===== src/rtl/shift_register_unit_pkg.sv =====
// Shared types for the shift register unit.
//   shift_mode_t : operation select encoding carried on mode_i (value 7 is reserved and holds)
//   sru_state_t  : burst controller states
package shift_register_unit_pkg;

    typedef enum logic [2:0] {
        MODE_HOLD = 3'd0,
        MODE_LOAD = 3'd1,
        MODE_SHL  = 3'd2,
        MODE_SHR  = 3'd3,
        MODE_ROL  = 3'd4,
        MODE_ROR  = 3'd5,
        MODE_ASR  = 3'd6
    } shift_mode_t;

    typedef enum logic {
        ST_IDLE     = 1'b0,
        ST_SHIFTING = 1'b1
    } sru_state_t;

    // True for the modes a burst may run in (SHL..ASR).
    function automatic logic is_shift_mode(input logic [2:0] mode);
        return (mode >= 3'd2) && (mode <= 3'd6);
    endfunction

endpackage


===== src/rtl/shift_register_unit_next_value.sv =====
// Combinational next-value function for the shift register unit.
// Used by both the single-operation path and the burst path.
//   q_i     : current register contents
//   mode_i  : operation select (shift_mode_t encoding; 7 holds)
//   d_i     : parallel load data
//   sin_l_i : serial bit entering at the MSB (SHR)
//   sin_r_i : serial bit entering at the LSB (SHL)
//   next_o  : value the register takes on the next edge
module shift_next_value
    import shift_register_unit_pkg::*;
#(
    parameter int WIDTH = 8
) (
    input  logic [WIDTH-1:0] q_i,
    input  logic [2:0]       mode_i,
    input  logic [WIDTH-1:0] d_i,
    input  logic             sin_l_i,
    input  logic             sin_r_i,
    output logic [WIDTH-1:0] next_o
);

    always_comb begin
        next_o = q_i;
        case (mode_i)
            MODE_LOAD: next_o = d_i;
            MODE_SHL:  next_o = {q_i[WIDTH-2:0], sin_r_i};
            MODE_SHR:  next_o = {sin_l_i, q_i[WIDTH-1:1]};
            MODE_ROL:  next_o = {q_i[WIDTH-2:0], q_i[WIDTH-1]};
            MODE_ROR:  next_o = {q_i[0], q_i[WIDTH-1:1]};
            MODE_ASR:  next_o = {q_i[WIDTH-1], q_i[WIDTH-1:1]};
            default:   next_o = q_i;
        endcase
    end

endmodule


===== src/rtl/shift_register_unit.sv =====
// WIDTH-bit register with async reset, sync clear, parallel load, shift/rotate
// modes and an autonomous burst mode performing AMT shifts with BUSY/DONE status.
//   clk_i    : clock, rising edge
//   reset_i  : asynchronous active-high reset
//   clr_i    : synchronous clear, aborts any burst
//   mode_i   : operation select
//   start_i  : request a burst of amt_i shifts in mode_i
//   amt_i    : burst shift count (values above WIDTH saturate)
//   d_i      : parallel load data
//   sin_l_i  : serial in at MSB;  sin_r_i : serial in at LSB
//   q_o      : register contents; sout_l_o/sout_r_o : MSB/LSB of q_o
//   busy_o   : burst shifts remain;  done_o : one-cycle pulse after last burst shift
module shift_register_unit
    import shift_register_unit_pkg::*;
#(
    parameter int               WIDTH       = 8,
    parameter logic [WIDTH-1:0] RESET_VALUE = '0,
    localparam int              AMT_W       = $clog2(WIDTH + 1)
) (
    input  logic             clk_i,
    input  logic             reset_i,
    input  logic             clr_i,
    input  logic [2:0]       mode_i,
    input  logic             start_i,
    input  logic [AMT_W-1:0] amt_i,
    input  logic [WIDTH-1:0] d_i,
    input  logic             sin_l_i,
    input  logic             sin_r_i,
    output logic [WIDTH-1:0] q_o,
    output logic             sout_l_o,
    output logic             sout_r_o,
    output logic             busy_o,
    output logic             done_o
);

    localparam logic [AMT_W-1:0] AMT_MAX = AMT_W'(WIDTH);
    localparam logic [AMT_W-1:0] AMT_ONE = AMT_W'(1);

    sru_state_t       state_q, state_d;
    shift_mode_t      mode_q, mode_d;
    logic [AMT_W-1:0] cnt_q, cnt_d;
    logic [WIDTH-1:0] q_q, q_d;
    logic             done_q, done_d;

    logic [2:0]       op_mode;
    logic [WIDTH-1:0] shifted;
    logic [AMT_W-1:0] amt_sat;

    // During a burst the latched mode drives the shifter; otherwise the live mode.
    assign op_mode = (state_q == ST_SHIFTING) ? mode_q : mode_i;
    assign amt_sat = (amt_i > AMT_MAX) ? AMT_MAX : amt_i;

    shift_next_value #(.WIDTH(WIDTH)) u_next (
        .q_i     (q_q),
        .mode_i  (op_mode),
        .d_i     (d_i),
        .sin_l_i (sin_l_i),
        .sin_r_i (sin_r_i),
        .next_o  (shifted)
    );

    always_comb begin
        state_d = state_q;
        mode_d  = mode_q;
        cnt_d   = cnt_q;
        q_d     = q_q;
        done_d  = 1'b0;

        if (clr_i) begin
            // An aborted burst never reports DONE.
            q_d     = '0;
            state_d = ST_IDLE;
            cnt_d   = '0;
        end else if (state_q == ST_SHIFTING) begin
            q_d   = shifted;
            cnt_d = cnt_q - AMT_ONE;
            if (cnt_q == AMT_ONE) begin
                state_d = ST_IDLE;
                done_d  = 1'b1;
            end
        end else if (start_i && is_shift_mode(mode_i)) begin
            if (amt_sat == '0) begin
                done_d = 1'b1;
            end else begin
                // The first shift of a burst happens on the accepting edge.
                q_d = shifted;
                if (amt_sat == AMT_ONE) begin
                    done_d = 1'b1;
                end else begin
                    state_d = ST_SHIFTING;
                    cnt_d   = amt_sat - AMT_ONE;
                    mode_d  = shift_mode_t'(mode_i);
                end
            end
        end else begin
            // HOLD and the reserved encoding fall through the shifter unchanged.
            q_d = shifted;
        end
    end

    always_ff @(posedge clk_i or posedge reset_i) begin
        if (reset_i) begin
            state_q <= ST_IDLE;
            mode_q  <= MODE_HOLD;
            cnt_q   <= '0;
            q_q     <= RESET_VALUE;
            done_q  <= 1'b0;
        end else begin
            state_q <= state_d;
            mode_q  <= mode_d;
            cnt_q   <= cnt_d;
            q_q     <= q_d;
            done_q  <= done_d;
        end
    end

    assign q_o      = q_q;
    assign sout_l_o = q_q[WIDTH-1];
    assign sout_r_o = q_q[0];
    assign busy_o   = (state_q == ST_SHIFTING);
    assign done_o   = done_q;

endmodule


===== config.mk =====
export PLATFORM = sky130hd
export DESIGN_NAME = shift_register_unit
export DESIGN_NICKNAME = d
export VERILOG_FILES = /design/src/rtl/shift_register_unit_pkg.sv /design/src/rtl/shift_register_unit_next_value.sv /design/src/rtl/shift_register_unit.sv
export SDC_FILE = /design/constraint.sdc
export NUM_CORES = 1
export LEC_CHECK = 0
export CAP_MARGIN = 20
export CORE_MARGIN = 5
export CORE_UTILIZATION = 50
export CTS_CLUSTER_DIAMETER = 100
export CTS_CLUSTER_SIZE = 25
export DETAILED_ROUTE_END_ITERATION = 8
export PLACE_DENSITY = 0.84
export SLEW_MARGIN = 15
export SYNTH_ARGS = -nofsm -noshare
export SYNTH_HDL_FRONTEND = slang
export SYNTH_SLANG_ARGS = --single-unit

===== constraint.sdc =====
create_clock -name clk_i -period 2.1 [get_ports clk_i]
set_input_delay 0.21 -clock clk_i [delete_from_list [all_inputs] [get_ports clk_i]]
set_output_delay 0.21 -clock clk_i [all_outputs]
set_load 0.05 [all_outputs]

; After elaboration in Yosys (flattened, before gate mapping)
; Index checks and enable logic that the tools add are counted.
[word_totals]
in_bits = 21
register_bits = 17
word_cells = 55
output_inout_bits = 12
[op_classes]
n_mux = 24
bitwise_logic = 4
n_addsub = 2
reduce_logical = 6
n_eq_ne = 11
order_cmp = 3
[ops]
columns = op, n
row1 = case mux 8 bit (6 select lines), 1
row2 = 2-to-1 mux 8 bit, 4
row3 = 2-to-1 mux 4 bit, 6
row4 = 2-to-1 mux 1 bit, 12
row5 = == test 3 bit (second input constant), 3
row6 = == test 4 x 1 -> 1 bit (second input constant), 2
row7 = subtractor 4 x 1 -> 4 bit (second input constant), 2
row8 = == test 3 x 2 -> 1 bit (second input constant), 2
row9 = != test 3 bit (second input constant), 2
row10 = AND reduction 5 bit, 1
row11 = greater-than comparator 4 bit (second input constant), 1
row12 = zero test 4 bit, 1
row13 = != test 4 bit (second input constant), 1
row14 = inverter 1 bit, 4
row15 = == test 3 x 1 -> 1 bit (second input constant), 1
row16 = greater-or-equal comparator 3 x 2 -> 1 bit (second input constant), 1
row17 = <= comparator 3 bit (second input constant), 1
row18 = 2-to-1 mux 3 bit, 1
row19 = AND reduction 3 bit, 1
row20 = nonzero test 3 bit, 1
row21 = logical AND 1 bit, 2

; Depth between registers and ports, before layout
[depth]
word_depth = 8
ltp_mapped = 8
mapped_depth_nobuf = 8

; Cells and area by module
; Synthesis repeated with hierarchy kept, for this count alone.
[hier_totals]
cells_unflattened = 137
hier_area_um2 = 1458.9
[by_module_without_submodules]
columns = module, area_per_inst_um2, instances, seq_area_each_um2, cells_per_inst
row1 = shift_register_unit, 1054.8, 1, 425.4, 89
row2 = shift_next_value, 404.1, 1, 0.0, 48

; Least setup slack after synthesis
; No wires, ideal clock.
[synth_path]
path_type = flip-flop to flip-flop
startpoint = register state_q, in the netlist busy_o
endpoint = register q_q[0], in the netlist q_o[0]
n_path_buf = 1
stages_incl_launch_ff = 7
setup_time_ps = 95
path_slack_ps = 135
required_time_ps = 2005
period_less_slack_ps = 1965
arrival_ps = 1869
cell_sequence = dfrtp_1 buf_6 mux2_4 xnor2_1 a21oi_2 o221ai_1 o31ai_1
[synth_via]
elab_chain_cells = 7
elab_cells_between_ends = 13
classes_between = eq/ne: 7 / mux: 6
[synth_rtl]
columns = item, line_no
row1 = from (decl), shift_register_unit.sv:39  ; sru_state_t state_q, state_d;
row2 = from (signal assigned), shift_register_unit.sv:109  ; state_q <= state_d;
row3 = 2-to-1 mux 3 bit, shift_register_unit.sv:50  ; assign op_mode = (state_q == ST_SHIFTING) ? mode_q : mode_i;
row4 = == test 3 bit (tied with other cells), shift_register_unit_next_value.sv:24  ; case (mode_i)
row5 = case mux 8 bit (6 select lines), shift_register_unit_next_value.sv:24
row6 = 2-to-1 mux 8 bit, shift_register_unit.sv:82  ; if (amt_sat == '0) begin
row7 = 2-to-1 mux 8 bit, shift_register_unit.sv:81  ; end else if (start_i && is_shift_mode(mode_i)) begin
row8 = 2-to-1 mux 8 bit, shift_register_unit.sv:74  ; end else if (state_q == ST_SHIFTING) begin
row9 = 2-to-1 mux 8 bit, shift_register_unit.sv:69  ; if (clr_i) begin
row10 = to (signal assigned), shift_register_unit.sv:112  ; q_q <= q_d;
row11 = to (decl), shift_register_unit.sv:42  ; logic [WIDTH-1:0] q_q, q_d;
; Several ways; a longest one is shown, not always the timed one. The select of a mux whose other input is x is not followed.
; A chain may end at the register's enable or synchronous reset.

; Worst setup path in the final report
[layout_path]
startpoint = input port amt_i[3]
endpoint = register mode_q[2]
[layout_via]
elab_chain_cells = 5
elab_cells_between_ends = 7
classes_between = order compare: 1 / eq/ne: 1 / mux: 1 / bitwise: 2 / reduce/logical: 2
[layout_rtl]
columns = item, line_no
row1 = from (decl), shift_register_unit.sv:25  ; input logic [AMT_W-1:0] amt_i,
row2 = greater-than comparator 4 bit, shift_register_unit.sv:51  ; assign amt_sat = (amt_i > AMT_MAX) ? AMT_MAX : amt_i;
row3 = 2-to-1 mux 4 bit *, shift_register_unit.sv:51
row4 = == test 4 x 1 -> 1 bit / zero test 4 bit (equally long branches), "shift_register_unit.sv:87, shift_register_unit.sv:82"
row5 = inverter 1 bit (no line), n/a
row6 = AND reduction 5 bit (no line) *, n/a
row7 = to (signal assigned), shift_register_unit.sv:110  ; mode_q <= mode_d;
row8 = to (decl), shift_register_unit.sv:40  ; shift_mode_t mode_q, mode_d;
; Mark *: on every way between the ends. The rest lies on a longest branch, timed or not.

==> run summary <==
* clock tree from TritonCTS: yes
* count of mapped cells out of synthesis: 155
* fraction of the yosys area taken by sequential cells: 30.5%
* GRT Residual Overflow: 0
* leading cell type in the layout, fill and taps excluded: sky130_fd_sc_hd__clkdlybuf4s50_1
* Worst Clk Skew: 1.94 ps
* count of nets after finishing: 227
* clock-pin slew on the worst setup and hold paths: 100 ps
* first-pass GRT wire length: 6220 microns
* Yosys warning count: 0
* setup-violating endpoint count in the final report: 0
* clock network latency to the later pin of the worst-skew pair: 280 ps
* type of the setup path with the least slack: input port to flip-flop
* cell types occupying the most area after synthesis: sky130_fd_sc_hd__dfrtp_1, sky130_fd_sc_hd__o21ai_0, sky130_fd_sc_hd__ha_1, sky130_fd_sc_hd__a211oi_1, sky130_fd_sc_hd__nor2_1
* Horiz. Die Dim: 62.8 microns
* flip-flop cell with the highest count after synthesis: sky130_fd_sc_hd__dfrtp_1
* detailed-route via count: 1,319
* startpoint of the most critical setup path: amt_i[3]
* violation count after the first detailed-route iteration: 54
* clock net sink count: 17
* largest net degree at the start of global routing: 18
* share of async-settable or async-resettable flops after synthesis: 100%
* number of iterations in the first detailed-routing pass: 4
* wire length reported by the detailed router: 3660 microns
* fraction of final layout cells with drive strength greater than 1: 21.0%
* number of filler cells placed in the layout: 224
* R2R Path Start: busy_o
* leakage: 0.760 nW
* worst slew pin tran: 664 ps
* Post-Layout Inst Area: 1860 sq um
* CTS HTree Levels: 1
* buffer depth of the longest clock path: 2
* maximum fanout count along the critical path: 4
* post-synthesis average cell area: 9.00 sq um
* Detailed Place HPWL: 2960 microns
* clock period minus worst slack: 2000 ps
* critical path endpoint category: flip-flop
* number of maximum-capacitance constraint violations: 0
* share of Yosys cell area claimed by the top area cell type: 30.5%
* routed vias/inst: 5.71
* endpoints failing hold: 0
* Antenna Diode Count: 0
* flops & latches, synth: 17
* fin. max-slew vios: 0
* commonest non-fill, non-tap cells in the layout: sky130_fd_sc_hd__clkdlybuf4s50_1, sky130_fd_sc_hd__buf_4, sky130_fd_sc_hd__dfrtp_1, sky130_fd_sc_hd__nor2_1, sky130_fd_sc_hd__o21ai_0
* final RePlAce weighted congestion: 0.845
* area growth from synthesis to final layout: 33.4%
* register-to-register setup slack: 200 ps
* setup TNS: 0 ps
* post-synth top area cell: sky130_fd_sc_hd__dfrtp_1
* remaining routing DRC violations: 0
* global routing usage summed across all routing layers: 18.8%
* antenna violations before repair: 0
* postcts setup bufs: 0
* post-synthesis cell area: 1400 sq um
* minimum setup slack in the final design: 99.8 ps
* clock root buffer master: sky130_fd_sc_hd__clkbuf_4
* core box area: 2710 sq um
* area of the die: 3950 sq um
* RSZ-0062 raised after global routing: no
* power density normalized to cell area: 707 nW/um^2
* final worst-path cycle share: 95.2%
* required time worst endpoint: 2270 ps
* number of global-route vias before repair: 1,348
* number of nets still failing antenna checks after routing: 0
* Slew HR: 55.7%
* maximum resistive drop on vdd: 0.655 mV
* outcome: finished, final reports clean
* number of rows created at floorplan: 19
* detail-routed net length per standard cell: 15.8 microns
* placement-stage cell area: 1820 sq um
* CP startpoint kind: input port
* Inst Count DP: 227
* number of buffers inserted during clock tree synthesis: 3
* worst-case setup slack after placement: -270 ps
* synth unique cells: 46
* crit path DAT: 2170 ps
* die span in y: 62.8 microns
* total I/O pin count: 33
* count of input and output buffers: 32
* initial core utilization: 51.5%
* class of the tightest hold or removal check: input port to asynchronous set/reset pin
* non-filler instance count after layout: 231
* number of enable flip-flop cells after synthesis: 0
* f_max: 500 MHz
* post-synth net total: 181
[path summary, 6_finish.rpt]
check | cells past startpoint | to
hold / removal | 2 | q_o[1]
hold reg to reg | 1 | cnt_q[0]
min in group clk_i | 1 | cnt_q[0]
setup reg to reg | 7 | q_o[1]
setup / recovery | 8 | mode_q[2]
max in group asynchronous | 2 | busy_o
[flip-flops by register name (all words and copies together) (netlist names)]
register and flops:
cnt_q 4, done_o 1, busy_o 1, q_o 8, mode_q 3
[metrics by stage]
| stage | hold WS, ps | power (mW) | utilization [%] |
|---|---|---|---|
| floorplan | 136 | 0.921 | - |
| global placement | 512 | 1.11 | 67.2 |
| detailed placement | 516 | 1.14 | 67.2 |
| CTS | 340 | 1.32 | 68.2 |
| global route | 380 | 1.39 | 68.7 |
| finish | 315 | 1.32 | 68.7 |
[power by group]
| part | switching [mW] | leakage, nW | internal, mW |
|---|---|---|---|
| Sequential | 0.0883 | 0.218 | 0.387 |
| Clock | 0.100 | 0.0150 | 0.0737 |
| Combinational | 0.381 | 0.527 | 0.286 |
[cells in the mapped netlist, types with 2 or more instances]
| library cell | instances |
|---|---|
| sky130_fd_sc_hd__mux2_1 | 3 |
| sky130_fd_sc_hd__buf_6 | 3 |
| sky130_fd_sc_hd__ha_1 | 5 |
| sky130_fd_sc_hd__mux2i_1 | 2 |
| sky130_fd_sc_hd__o41ai_1 | 3 |
| sky130_fd_sc_hd__xnor2_1 | 5 |
| sky130_fd_sc_hd__nor2b_1 | 6 |
| sky130_fd_sc_hd__buf_4 | 4 |
| sky130_fd_sc_hd__nand3_1 | 4 |
| sky130_fd_sc_hd__o41ai_2 | 2 |
| sky130_fd_sc_hd__nor2_1 | 15 |
| sky130_fd_sc_hd__nor3_1 | 8 |
| sky130_fd_sc_hd__nor4b_1 | 2 |
| sky130_fd_sc_hd__inv_1 | 6 |
| sky130_fd_sc_hd__nand2_1 | 10 |
| sky130_fd_sc_hd__a211oi_1 | 8 |
| sky130_fd_sc_hd__mux2_4 | 2 |
| sky130_fd_sc_hd__buf_2 | 4 |
| sky130_fd_sc_hd__a21oi_1 | 6 |
| sky130_fd_sc_hd__dfrtp_1 | 17 |
| sky130_fd_sc_hd__o211ai_2 | 2 |
| sky130_fd_sc_hd__nand2b_1 | 2 |
| sky130_fd_sc_hd__o21ai_0 | 13 |
[worst max-delay path, cell delays in order]
cell and delay [ps]:
sky130_fd_sc_hd__clkdlybuf4s50_1 500, sky130_fd_sc_hd__nand2b_1 180, sky130_fd_sc_hd__inv_1 70, sky130_fd_sc_hd__ha_1 200
sky130_fd_sc_hd__nor2_2 170, sky130_fd_sc_hd__o2111ai_4 150, sky130_fd_sc_hd__or3_4 370, sky130_fd_sc_hd__mux2_1 320
[timing repair]
| action | in CTS | in global routing |
|---|---|---|
| gates resized for setup | 0 | 3 |
| hold endpoints to repair | 0 | 0 |
| endpoints found under the setup margin | 0 | 7 |
| hold buffers | 0 | 0 |
[cell families (layout without fill, tap and decap cells)]
family | Yosys count | in the layout | share of synthesized area, %
adder cells (fa/ha/maj) | 5 | 5 | 4.48
buffers and inverters | 19 | 64 | 8.16
multiplexers | 9 | 9 | 8.43
XOR/XNOR | 5 | 5 | 3.14
AND/OR/NAND/NOR | 56 | 56 | 20.6
flip-flops | 17 | 17 | 30.5
AO/OA/AOI/OAI | 44 | 44 | 24.7
[final cells by class]
class / count / area (sq um) / area share (%)
multi-input combinational: 119 / 867 / 46.6
timing repair buffer: 53 / 475 / 25.6
tap: 31 / 38.8 / 2.08
inverter: 7 / 26.3 / 1.41
sequential: 17 / 427 / 22.9
clock buffer: 4 / 26.3 / 1.41
[per-layer routing]
metal,wire length (microns),track usage (%),vias to the layer above
met5,0,0,-
met4,22,4.77,0
met3,75,2.16,2
met2,1940,33.9,19
met1,1620,23.4,646
li1,-,-,652
Note: power is estimated with default switching activity, not from simulation.
